===== config.mk =====
export PLATFORM = sky130hd
export DESIGN_NAME = pmem_line_responder
export DESIGN_NICKNAME = d
export VERILOG_FILES = /design/src/rtl/pmem_line_responder.sv
export SDC_FILE = /design/constraint.sdc
export NUM_CORES = 2
export LEC_CHECK = 0
export BUFFER_PORTS_ARGS = -buffer_cell sky130_fd_sc_hd__clkbuf_2
export CORE_MARGIN = 3
export CORE_UTILIZATION = 36
export CTS_BUF_LIST = sky130_fd_sc_hd__clkbuf_16
export DETAILED_ROUTE_END_ITERATION = 10
export GPL_TIMING_DRIVEN = 0
export HOLD_SLACK_MARGIN = 0.02
export SYNTH_ARGS = -nofsm -noshare
export SYNTH_HDL_FRONTEND = slang
export SYNTH_SLANG_ARGS = --single-unit

===== constraint.sdc =====
create_clock -name clk -period 21.2 [get_ports clk]
set_input_delay 4.24 -clock clk [delete_from_list [all_inputs] [get_ports clk]]
set_output_delay 4.24 -clock clk [all_outputs]
set_load 0.05 [all_outputs]

===== src/rtl/pmem_line_responder.sv =====
// Responder end of the cache-to-pmem line interface: whole-line reads/writes
// from an internal line array, answered with a one-cycle pmem_resp after LATENCY cycles.
module pmem_line_responder #(
  parameter int S_OFFSET = 5,
  parameter int S_LINE   = 256,
  parameter int IDX_BITS = 4,
  parameter int LATENCY  = 4
) (
  input  logic              clk,
  input  logic              rst_n,
  input  logic              pmem_read,
  input  logic              pmem_write,
  input  logic [31:0]       pmem_address,
  input  logic [S_LINE-1:0] pmem_wdata,
  output logic              pmem_resp,
  output logic [S_LINE-1:0] pmem_rdata,
  output logic              init_done,
  output logic              protocol_err
);

  typedef enum logic [1:0] {INIT, IDLE, BUSY, RESP} state_t;

  localparam int            LINES    = 2 ** IDX_BITS;
  localparam logic [7:0]    LAT_LOAD = 8'(LATENCY - 1);
  localparam logic [IDX_BITS-1:0] LAST_IDX = IDX_BITS'(LINES - 1);

  state_t state_reg, state_next;

  logic [S_LINE-1:0]   mem [LINES];
  logic [IDX_BITS-1:0] init_cnt_reg;
  logic [7:0]          lat_cnt_reg;
  logic                op_write_reg;
  logic [IDX_BITS-1:0] idx_reg;
  logic [S_LINE-1:0]   wdata_reg;

  logic                req;
  logic [IDX_BITS-1:0] addr_idx;
  logic                addr_unused;

  logic                entering_resp;
  logic                op_write_now;
  logic                mem_we;
  logic                rd_capture;
  logic [IDX_BITS-1:0] mem_addr;
  logic [S_LINE-1:0]   mem_din;

  assign req         = pmem_read | pmem_write;
  assign addr_idx    = pmem_address[S_OFFSET+IDX_BITS-1:S_OFFSET];
  assign addr_unused = ^{pmem_address[31:S_OFFSET+IDX_BITS], pmem_address[S_OFFSET-1:0]};

  // State register
  always_ff @(posedge clk) begin
    if (!rst_n) state_reg <= INIT;
    else        state_reg <= state_next;
  end

  // Next-state logic
  always_comb begin
    state_next = state_reg;
    case (state_reg)
      INIT: if (init_cnt_reg == LAST_IDX) state_next = IDLE;
      IDLE: if (req) state_next = (LATENCY > 1) ? BUSY : RESP;
      BUSY: begin
        if (!req)                    state_next = IDLE;
        else if (lat_cnt_reg == 8'd1) state_next = RESP;
      end
      RESP: state_next = IDLE;
      default: state_next = INIT;
    endcase
  end

  // Outputs and array port control; in IDLE (LATENCY=1 case) the live request
  // is used because nothing has been latched yet.
  always_comb begin
    pmem_resp     = (state_reg == RESP);
    entering_resp = (state_reg != RESP) && (state_next == RESP);
    op_write_now  = (state_reg == IDLE) ? pmem_write : op_write_reg;
    mem_we        = 1'b0;
    rd_capture    = 1'b0;
    mem_addr      = (state_reg == IDLE) ? addr_idx : idx_reg;
    mem_din       = (state_reg == IDLE) ? pmem_wdata : wdata_reg;
    if (state_reg == INIT) begin
      mem_we   = 1'b1;
      mem_addr = init_cnt_reg;
      mem_din  = '0;
    end else if (entering_resp) begin
      mem_we     = op_write_now;
      rd_capture = !op_write_now;
    end
  end

  always_ff @(posedge clk) begin
    if (mem_we) mem[mem_addr] <= mem_din;
  end

  always_ff @(posedge clk) begin
    if (!rst_n) begin
      init_cnt_reg <= '0;
      lat_cnt_reg  <= '0;
      op_write_reg <= 1'b0;
      idx_reg      <= '0;
      wdata_reg    <= '0;
      init_done    <= 1'b0;
      protocol_err <= 1'b0;
      pmem_rdata   <= '0;
    end else begin
      case (state_reg)
        INIT: begin
          init_cnt_reg <= init_cnt_reg + 1'b1;
          if (init_cnt_reg == LAST_IDX) init_done <= 1'b1;
        end
        IDLE: begin
          if (req) begin
            op_write_reg <= pmem_write;
            idx_reg      <= addr_idx;
            wdata_reg    <= pmem_wdata;
            lat_cnt_reg  <= LAT_LOAD;
            if (pmem_read && pmem_write) protocol_err <= 1'b1;
          end
        end
        BUSY: begin
          if (!req || (addr_idx != idx_reg) || (pmem_write != op_write_reg))
            protocol_err <= 1'b1;
          if (lat_cnt_reg != 8'd0) lat_cnt_reg <= lat_cnt_reg - 1'b1;
        end
        default: ;
      endcase
      if (rd_capture) pmem_rdata <= mem[mem_addr];
    end
  end

endmodule

==> results.cfg <==
[status]
status = finished, final reports clean

[power_and_ir_drop]
leakagePower_nw = 71.14
power.total_w = 0.01933
ir_drop_mv = 0.07846
powerDensity_nw_per_um2 = 92.24

[setup_path]
crit_type = primary input to register
critical_path_arrival_ns = 9.34
cp-start-kind = primary input
r2r_cells = 13
crit_fanout = 26
worst-endpoint-required_ns = 21.89
cp-end-kind = register

[floorplanning]
die_x_um = 707.9
die_area_um2 = 501100
start_util_pct = 36.16
core_area_um2 = 490400
ios = 551
rows = 257
die_y_um = 707.9

[clock_tree]
numCtsBuffers = 466
clkSinkCount = 4629
cts_tree = done
clockBufferDepth = 4
ctsResizeCount = 0
path_clk_slew_ns = 0.06
cts-hold-fix-buffers = 0
clkLatencyLatePin_ns = 1.02
root_buffer = clkbuf_16
post_cts_buffers = 0
h-tree-depth = 5

[grt]
grt_overflow = 0
grt_pass1_vias = 103975
grt_first_pass_wirelength_mm = 765.4
antenna_found_initial = 71
grt_max_degree = 30
track_usage_pct = 20.97

[synthesis]
synth.distinct_cells = 45
synth.most_common_cell = edfxtp_1
synth_area_um2 = 177300
synthFlopType = edfxtp_1
syn_inst = 11219
ys_ff_latch = 4629
syn_area_per_cell_um2 = 15.81
synth_top_cell_area_share_pct = 69.36
synth_fp_nets = 11515
synth_area_leaders = edfxtp_1 69%, dfxtp_1 6.0%, mux2i_1 4.2%
synth-edff-count = 4096
yosysTopAreaCell = edfxtp_1
yosysSeqAreaShare_pct = 75.37
async_flop_share_pct = 0
yosys_warnings = 0
synth_commonest_cells = 4096 x edfxtp_1, 1569 x nand2_1, 1026 x a21oi_1

[flow_run]
max-cap-violations = 0

[layout]
final_nets = 12951
largest_reg_flops = 4096
final_cells = 19587
drive_above_1_share_pct = 17.05
area_growth_pct = 18.15

[sta]
fmax_mhz = 115.6
fin_crit_sh_pct = 40.81
rsz0062_at_grt = false
finalSetupViolations = 0
drv_slew = 0
tightest_slew_ns = 1.481
max_slew_margin_pct = 1.237
setup_ws_ns = 12.55
finClkSkew_ns = 0.06572
setup_tns_ns = 0
finalCriticalPeriod_ns = 8.652
finalHoldViolCount = 0

[drt]
ant_nets = 0
first_pass_iters = 6
wirelength_mm = 541.7
wire_per_inst_um = 27.65
routed_via_density = 5.427
drcViolationCount = 0
drt_iter0_markers = 11592
vias = 106306

[min_path]
hold_depth = 1
holdCritPathClass = register to register

[placement]
port-buffer-count = 521
hpwl_mm = 379.0
place_inst = 18662
gp_congestion = 0.8039
place_ws_ns = 11.54
cells in the final DEF, fill, tap and decap left out, types with 10 or more instances in the layout:
cell type	instances
buf_6	140
edfxtp_1	4096
nor2_1	261
nor2_4	16
buf_16	32
o221ai_1	247
buf_1	54
a211oi_2	27
clkbuf_1	498
inv_1	120
buf_12	177
nor3_1	231
mux2i_1	744
a31oi_1	10
a22oi_1	257
clkbuf_16	473
dfxtp_1	533
bufinv_16	28
o21ai_1	252
o21ai_0	13
nand2_1	1569
a211oi_1	220
buf_2	115
diode_2	41
clkinvlp_4	10
buf_4	224
clkbuf_2	553
nor3_2	27
clkinv_1	132
clkinv_16	16
a21oi_1	1026
mux4_2	265
clkinv_4	12
clkinv_2	80
a221oi_1	248
a22o_1	269
power by group:
group          internal, W  switching, W  leakage (nW)
Combinational     0.000457      0.000845          22.4
Clock              0.00440       0.00357          7.70
Sequential          0.0100     0.0000428          41.1
Total               0.0149       0.00445          71.1
cells by family after synthesis:
kind of cell	count (synthesis)	synth area share (%)
fa+ha+maj	4	0.02822
buf+inv	832	2.363
xor+xnor	14	0.06914
compound gates	2596	9.776
flops	4629	75.37
mux	1010	7.573
simple gates	2134	4.817
worst max-delay path, cell delays in order:
cell	delay (ns)
clkbuf_2	0.11
mux2i_1	0.09
o21ai_1	0.80
clkbuf_1	0.80
clkbuf_1	0.57
buf_2	0.37
nand2_1	0.30
nor2_4	0.72
buf_12	0.28
buf_12	0.24
buf_12	0.22
buf_12	0.23
buf_12	0.22
cell type report:
class	count	area, um2
Fill cell	43595	280800
Sequential cell	4629	133700
Tap cell	6475	8102
Buffer	830	4230
Multi-Input combinational cell	5758	39630
Clock buffer	473	11840
Antenna cell	41	102.6
Clock inverter	411	3029
Timing Repair Buffer	968	8927
Inverter	2	7.507
per-stage QoR:
| step | utilization (%) | hold WS, ns | area, um2 |
|---|---|---|---|
| 2_1_floorplan | - | 0.4492 | 177300 |
| 3_3_place_gp | 38.35 | 0.4604 | 188000 |
| 3_5_place_dp | 39.68 | 0.4634 | 194600 |
| 4_1_cts | 42.71 | 0.4819 | 209400 |
| 5_1_grt | 42.71 | 0.4913 | 209400 |
| 6_report | 42.73 | 0.4772 | 209500 |
per-layer routing:
layer | wire [um] | global-route usage, % | vias to the layer above
met4 | 22830 | 8.042 | 12
met2 | 255600 | 33.77 | 4179
met5 | 80 | 0 | -
met1 | 221000 | 28.03 | 54362
met3 | 42140 | 4.182 | 848
li1 | - | - | 46905
final timing paths:
path / from / endpoint / slack [ns]
hold / removal: wdata_reg[25] / wdata_reg[25] / 0.48
setup / recovery: pmem_address[6] / mem[3][146] / 12.55
hold reg to reg: wdata_reg[25] / wdata_reg[25] / 0.48
setup reg to reg: state_reg[1] / mem[3][146] / 15.32
Power figures use the tool's default switching activity.
